[config.mk]
export PLATFORM = sky130hd
export DESIGN_NAME = spike_classifier
export DESIGN_NICKNAME = d
export VERILOG_FILES = /design/src/rtl/spike_classifier.sv
export SDC_FILE = /design/constraint.sdc
export NUM_CORES = 1
export LEC_CHECK = 0
export ABC_CLOCK_PERIOD_IN_PS = 3000
export CORE_MARGIN = 2
export CORE_UTILIZATION = 50
export CTS_CLUSTER_DIAMETER = 50
export DETAILED_ROUTE_END_ITERATION = 10
export GPL_TIMING_DRIVEN = 0
export PLACE_DENSITY = 0.77
export SYNTH_ARGS = -nofsm -noshare
export SYNTH_HDL_FRONTEND = slang
export SYNTH_SLANG_ARGS = --single-unit
[constraint.sdc]
create_clock -name clk -period 3 [get_ports clk]
set_clock_uncertainty 0.1 [all_clocks]
set_input_delay 0.3 -clock clk [delete_from_list [all_inputs] [get_ports clk]]
set_output_delay 0.3 -clock clk [all_outputs]
set_load 0.005 [all_outputs]
[src/rtl/spike_classifier.sv]
// Spike-count classifier: accumulates per-neuron spikes over an image, then
// scans the counters sequentially and reports the argmax (ties -> lowest index).
module spike_classifier #(
    parameter int N_OUT = 10,
    parameter int CNT_W = 6
) (
    input  logic             clk,
    input  logic             rst,
    input  logic [N_OUT-1:0] spike_in,
    input  logic             spike_vld,
    input  logic             img_done,
    output logic [3:0]       class_id,
    output logic [CNT_W-1:0] max_count,
    output logic             class_vld,
    output logic             no_spike,
    output logic             busy,
    output logic             drop_err,
    output logic [1:0]       fsm_state
);

    localparam int IDX_W = (N_OUT > 1) ? $clog2(N_OUT) : 1;
    localparam logic [IDX_W-1:0] LAST_IDX = IDX_W'(N_OUT - 1);
    localparam logic [CNT_W-1:0] CNT_MAX  = {CNT_W{1'b1}};

    typedef enum logic [1:0] {
        ACCUM = 2'd0,
        SCAN  = 2'd1,
        DONE  = 2'd2
    } state_t;

    state_t state;
    state_t state_nxt;

    logic [CNT_W-1:0] cnt [N_OUT];
    logic [IDX_W-1:0] scan_idx;
    logic [CNT_W-1:0] best_val;
    logic [IDX_W-1:0] best_idx;

    logic [CNT_W-1:0] cnt_k;
    logic             take;
    logic [CNT_W-1:0] best_val_nxt;
    logic [IDX_W-1:0] best_idx_nxt;
    logic             scan_last;
    logic             accum;

    assign accum     = (state == ACCUM);
    assign busy      = ~accum;
    assign class_vld = (state == DONE);
    assign fsm_state = state;

    // Strict greater-than keeps the earliest index on ties.
    assign cnt_k        = cnt[scan_idx];
    assign take         = (cnt_k > best_val);
    assign best_val_nxt = take ? cnt_k : best_val;
    assign best_idx_nxt = take ? scan_idx : best_idx;
    assign scan_last    = (scan_idx == LAST_IDX);

    always_ff @(posedge clk or negedge rst) begin
        if (!rst) begin
            state <= ACCUM;
        end else begin
            state <= state_nxt;
        end
    end

    always_comb begin
        state_nxt = state;
        case (state)
            ACCUM:   if (img_done) state_nxt = SCAN;
            SCAN:    if (scan_last) state_nxt = DONE;
            DONE:    state_nxt = ACCUM;
            default: state_nxt = ACCUM;
        endcase
    end

    always_ff @(posedge clk or negedge rst) begin
        if (!rst) begin
            for (int i = 0; i < N_OUT; i++) cnt[i] <= '0;
        end else if (state == DONE) begin
            for (int i = 0; i < N_OUT; i++) cnt[i] <= '0;
        end else if (accum && spike_vld) begin
            for (int i = 0; i < N_OUT; i++) begin
                if (spike_in[i] && (cnt[i] != CNT_MAX)) cnt[i] <= cnt[i] + 1'b1;
            end
        end
    end

    // Scan bookkeeping is re-primed every ACCUM cycle so SCAN always starts at 0/0.
    always_ff @(posedge clk or negedge rst) begin
        if (!rst) begin
            scan_idx <= '0;
            best_val <= '0;
            best_idx <= '0;
        end else if (state == SCAN) begin
            scan_idx <= scan_last ? '0 : scan_idx + 1'b1;
            best_val <= best_val_nxt;
            best_idx <= best_idx_nxt;
        end else begin
            scan_idx <= '0;
            best_val <= '0;
            best_idx <= '0;
        end
    end

    always_ff @(posedge clk or negedge rst) begin
        if (!rst) begin
            class_id  <= '0;
            max_count <= '0;
            no_spike  <= 1'b0;
        end else if ((state == SCAN) && scan_last) begin
            class_id  <= 4'(best_idx_nxt);
            max_count <= best_val_nxt;
            no_spike  <= (best_val_nxt == '0);
        end
    end

    always_ff @(posedge clk or negedge rst) begin
        if (!rst) begin
            drop_err <= 1'b0;
        end else if (busy && (spike_vld || img_done)) begin
            drop_err <= 1'b1;
        end
    end

endmodule

-- After elaboration in Yosys (flattened, before gate mapping)
Cells that the tools add are included.
- $add $sub $neg: 11
- magnitude comparators: 2
- eq/ne operators: 15
- muxes and demuxes: 24
- bitwise gates (word level): 2
- reductions and logical operators: 38
- operators with widths (cell ; number):
    $mux W60 ; 2
    $mux W6 ; 14
    $add A6 B1 Y6 const B ; 10
    $ne A6 B6 Y1 const B ; 10
    $bmux W6 S4 ; 1
    $reduce_and A2 Y1 ; 11
    $reduce_bool A2 Y1 ; 11
    $mux W4 ; 4
    $logic_and A1 B1 Y1 ; 13
    $gt A6 B6 Y1 ; 1
    $logic_not A6 Y1 ; 1
    $ge A5 B5 Y1 const B ; 1
    $not A4 Y5 ; 1
    $add A4 B1 Y4 const B ; 1
    $eq A4 B4 Y1 const B ; 1
    $mux W2 ; 2
    $ne A2 B2 Y1 const B ; 2
    $pmux W2 S2 ; 1
    $eq A2 B1 Y1 const B ; 1
    $eq A2 B2 Y1 const B ; 1
    $logic_not A2 Y1 ; 1
    $logic_or A1 B1 Y1 ; 1
    $not A1 Y1 ; 1
- register bits: 88

-- Longest topological paths before layout
- depth in word-level cells: 7
- mapped depth: 14
- depth with buffers taken out: 11

-- Worst setup path before layout
No wires, ideal clock.
- kind: register -> register
- from: reg scan_idx[0]
- to: reg class_id[1]
- library setup time: 0.130 ns
- arrival time: 2.816 ns
- slack: -0.047 ns
- stages on the path, launching flop included: 13
- period minus slack after synthesis: 3.047 ns
- cells stage by stage: dfrtp_1 -> buf_6 -> buf_8 -> mux4_1 -> o22ai_2 -> o32ai_4 -> ha_1 -> and4_1 -> o21ai_1 -> a32oi_4 -> buf_4 -> mux2i_1 -> o21ai_1
- cells in the longest elaborated chain, start to end: 6
- elaborated cells on any way between the ends: 8
- those cells by class: order compare (1); eq/ne (1); mux (4); bitwise (1); reduce/logical (1)
- RTL lines (element ; line ; source):
    from (decl) ; 35 ; logic [IDX_W-1:0] scan_idx;
    from (signal assigned) ; 95 ; scan_idx <= scan_last ? '0 : scan_idx + 1'b1;
    $not A4 Y5 (not written as such) ; 52 ; assign cnt_k = cnt[scan_idx];
    $bmux W6 S4 ; 52 ;
    $mux W6 (not written as such) (2 in series) ; 52 ;
    $gt A6 B6 Y1 ; 53 ; assign take = (cnt_k > best_val);
    $mux W4 ; 55 ; assign best_idx_nxt = take ? scan_idx : best_idx;
    to (signal assigned) ; 111 ; class_id <= 4'(best_idx_nxt);
    to (decl) ; 12 ; output logic [3:0] class_id,
Parallel ways exist; a longest one is shown, timed or not. The select of a mux whose other input is x is not followed.
A chain may end at the register's enable or synchronous reset.

-- Worst setup path after layout
- from: reg scan_idx[0]
- to: reg no_spike
- cells in the longest elaborated chain, start to end: 7
- elaborated cells on any way between the ends: 9
- those cells by class: order compare (1); eq/ne (1); mux (4); bitwise (1); reduce/logical (2)
- RTL lines (element ; line ; source):
    $not A4 Y5 (not written as such) ; 52 ;
    $bmux W6 S4 ; 52 ;
    $mux W6 (not written as such) (2 in series) ; 52 ;
    $gt A6 B6 Y1 ; 53 ;
    $mux W6 ; 54 ; assign best_val_nxt = take ? cnt_k : best_val;
    $logic_not A6 Y1 ; 113 ; no_spike <= (best_val_nxt == '0);
    to (signal assigned) ; 113 ;
    to (decl) ; 15 ; output logic no_spike,
Parallel ways exist; a longest one is shown, timed or not. The select of a mux whose other input is x is not followed.

==> impl_metrics.yaml <==
worst_setup_path:
  rr_startpoint: "scan_idx[0]$_DFF_PN0_"
  crit_top_cell: "buf_6"
  path_cells: "mux4_2 > o22ai_4 > o32ai_4 > ha_4 > a21o_1 > nand3_1 > a32oi_4 > buf_6 > buf_6 > mux2i_4 > nand4_2 > o21ai_2"
  reg2reg_slack_ns: -0.19
  slowest_stage: "mux4_2"
  critPathKind: "register to register"
  cp_slowest_stage_delay_ns: 0.56
  critPathLaunchType: "register"
  crit_end: "no_spike$_DFFE_PN0P_"
  endpoint_kind: "register"
  cp_max_fo: 4
  cp.arrival_ns: 3.39
  cp-startpoint: "scan_idx[0]$_DFF_PN0_"
  reg2reg_depth: 12
  critPathRequiredTime_ns: 3.20
  worstReg2RegEnd: "no_spike$_DFFE_PN0P_"
clocking:
  htreeDepth: 3
  cts_tree: "yes"
  clkSinkCount: 88
  cts.path.max_buffers: 2
  numCtsBuffers: 9
  cts_root_buf: "clkbuf_8"
  clkTransAtPathRegs_ns: 0.09
  clk_latency_ns: 0.36
floorplanning:
  ioPinCount: 30
  die_area_um2: 10500
  rows: 35
  design.core.area_um2: 9280
  die_y_um: 102
  start_util: 0.520
  die_x_um: 102
global_routing:
  grt_util_all_layers: 0.228
  antenna_found_initial: 0
  grt_pass1_vias: 3688
  grt_pass1_wl_um: 18100
  grt_start_max_net_pins: 63
  overflow: 0
synth:
  ys.flop_type: "dfrtp_1"
  yosysWarnings: 0
  syn_area_per_cell_um2: 10.5
  synth_top_area_frac: 0.456
  ys_seq_elements: 88
  syn_inst: 461
  async_flop_share: 1.00
  synth_fp_nets: 493
  synth_top_area_cell: "dfrtp_1"
  synth_area_leaders: "dfrtp_1, nor2_1, ha_1"
  synth_seq_area_share: 0.456
  synth.distinct_cells: 54
  syn_area_um2: 4820
  synth-edff-count: 0
outcome:
  violations: "negative setup slack"
  status: "complete, but fails checks"
pwr:
  ir_worst_vdd_mv: 0.503
  power.leakage_nw: 2.56
  power_density_nw_per_um2: 1090
finish:
  register_area_um2: 2210
  final_cell_mix: "dfrtp_1, nor2_1, nand2_1, clkdlybuf4s50_1, xor2_1"
  layout_commonest_cell: "dfrtp_1"
  final_area_um2: 6020
  drive_gt1_frac: 0.216
  diodes: 0
  fin_nets: 555
  area_delta_synth_final_pct: 24.8
  fill_cells: 710
  multi_input_area_um2: 2760
drt:
  drt_wl_total_um: 11400
  drtIter0Drc: 211
  avgViaCountPerCell: 5.63
  vias: 3701
  drt_first_pass_iters: 4
  drtAntennaViolNets: 0
  wl_per_cell_um: 17.4
  drc: 0
flow_run:
  drv_cap: 0
timing:
  rsz0062_at_grt: "yes"
  worstMarginPinSlew_ns: 0.604
  period_needed_ns: 3.19
  slew_viol_final: 0
  slew_headroom: 0.597
  tns_ns: -2.73
  fmax_ghz: 0.313
  hold_viol_final: 0
  layout_setup_ws_ns: -0.191
  finalCritPeriodShare: 1.06
  holdWs_ns: 0.296
  setup_violations: 21
placement:
  io_buffer_count: 29
  dpl.hpwl_um: 7550
  gp_congestion: 0.880
  place_area_um2: 5300
hold_path:
  min-delay-path-class: "input pin to asynchronous set/reset pin"
power breakdown:
group,leakage (nW),internal (mW),total [mW],switching [mW]
registers,1.17,1.51,1.86,0.356
clock network,0.0989,0.410,0.841,0.430
logic,1.30,2.06,3.84,1.78
how the worst min path moves through the flow:
stage	startpoint	cells past startpoint	endpoint	slack, ns
after floorplan	rst	0	best_idx[0]$_DFF_PN0_	-0.1
after global placement	drop_err$_DFFE_PN0P_	1	drop_err$_DFFE_PN0P_	0.35
after detailed placement	rst	1	class_id[0]$_DFFE_PN0P_	0.15
after CTS	rst	2	class_id[2]$_DFFE_PN0P_	0.30
after global routing	rst	2	best_val[3]$_DFF_PN0_	0.32
final	rst	2	best_val[5]$_DFF_PN0_	0.30
routing by layer:
layer	wire [um]	up-vias	GRT usage
met5	0	-	0
met4	326	0	0.0841
met3	417	30	0.0472
met2	6020	91	0.391
met1	4680	1846	0.285
li1	-	1734	-
cell families (layout without fill, tap and decap cells):
logic type	after synthesis	after routing	synth area share
simple gates	184	184	0.184
flops	88	88	0.456
xor+xnor	41	41	0.0744
fa+ha+maj	18	18	0.0467
compound gates	71	71	0.113
buf+inv	25	92	0.0270
mux	34	34	0.0985
worst max-delay path, delay by kind of cell (launching register included):
family          cells  cell delay (ns)
buf+inv             2             0.23
mux                 2             0.80
flops               1             0.46
compound gates      5             0.94
fa+ha+maj           1             0.31
simple gates        2             0.28
timing repair:
action	4_1_cts	5_1_grt
gates cloned	2	0
buffers inserted	12	6
hold endpoints to repair	26	0
resized for setup	33	31
setup endpoints to repair	21	21
hold buffers	1	0
pin swaps	10	14
synth_stat cells (8+ instances only):
library cell,n
dfrtp_1,88
nor2_1,66
nand2_1,46
xor2_1,24
mux2i_1,19
a21oi_1,18
ha_1,18
xnor2_1,17
nand3_1,16
o21ai_1,12
o21ai_0,11
or3_1,11
clkbuf_1,10
o211a_2,9
inv_1,8
nor2b_1,8
final cells by class:
cell class / count / share of cell area
clock inverter: 6 / 0.0112
clock buffer: 10 / 0.0229
timing repair buffer: 51 / 0.0889
sequential: 88 / 0.366
buffer: 17 / 0.0197
inverter: 8 / 0.00499
multi-input combinational: 348 / 0.459
tap: 129 / 0.0268
registers in the layout, summed over array words and instances (netlist names):
signal	flops
fsm_state	2
max_count	6
no_spike	1
cnt	60
class_id	4
best_val	6
best_idx	4
scan_idx	4
drop_err	1
stage by stage:
step | utilization | worst slack (ns) | power, mW | instances
after floorplan | - | 0.0148 | 3.54 | 461
after global placement | 0.568 | -2.00 | 4.08 | 619
after detailed placement | 0.571 | -0.360 | 4.22 | 620
after CTS | 0.626 | -0.104 | 5.87 | 651
after global routing | 0.649 | -0.262 | 6.93 | 657
final | 0.649 | -0.191 | 6.54 | 657
No activity file was read; power rests on OpenSTA's default activity.
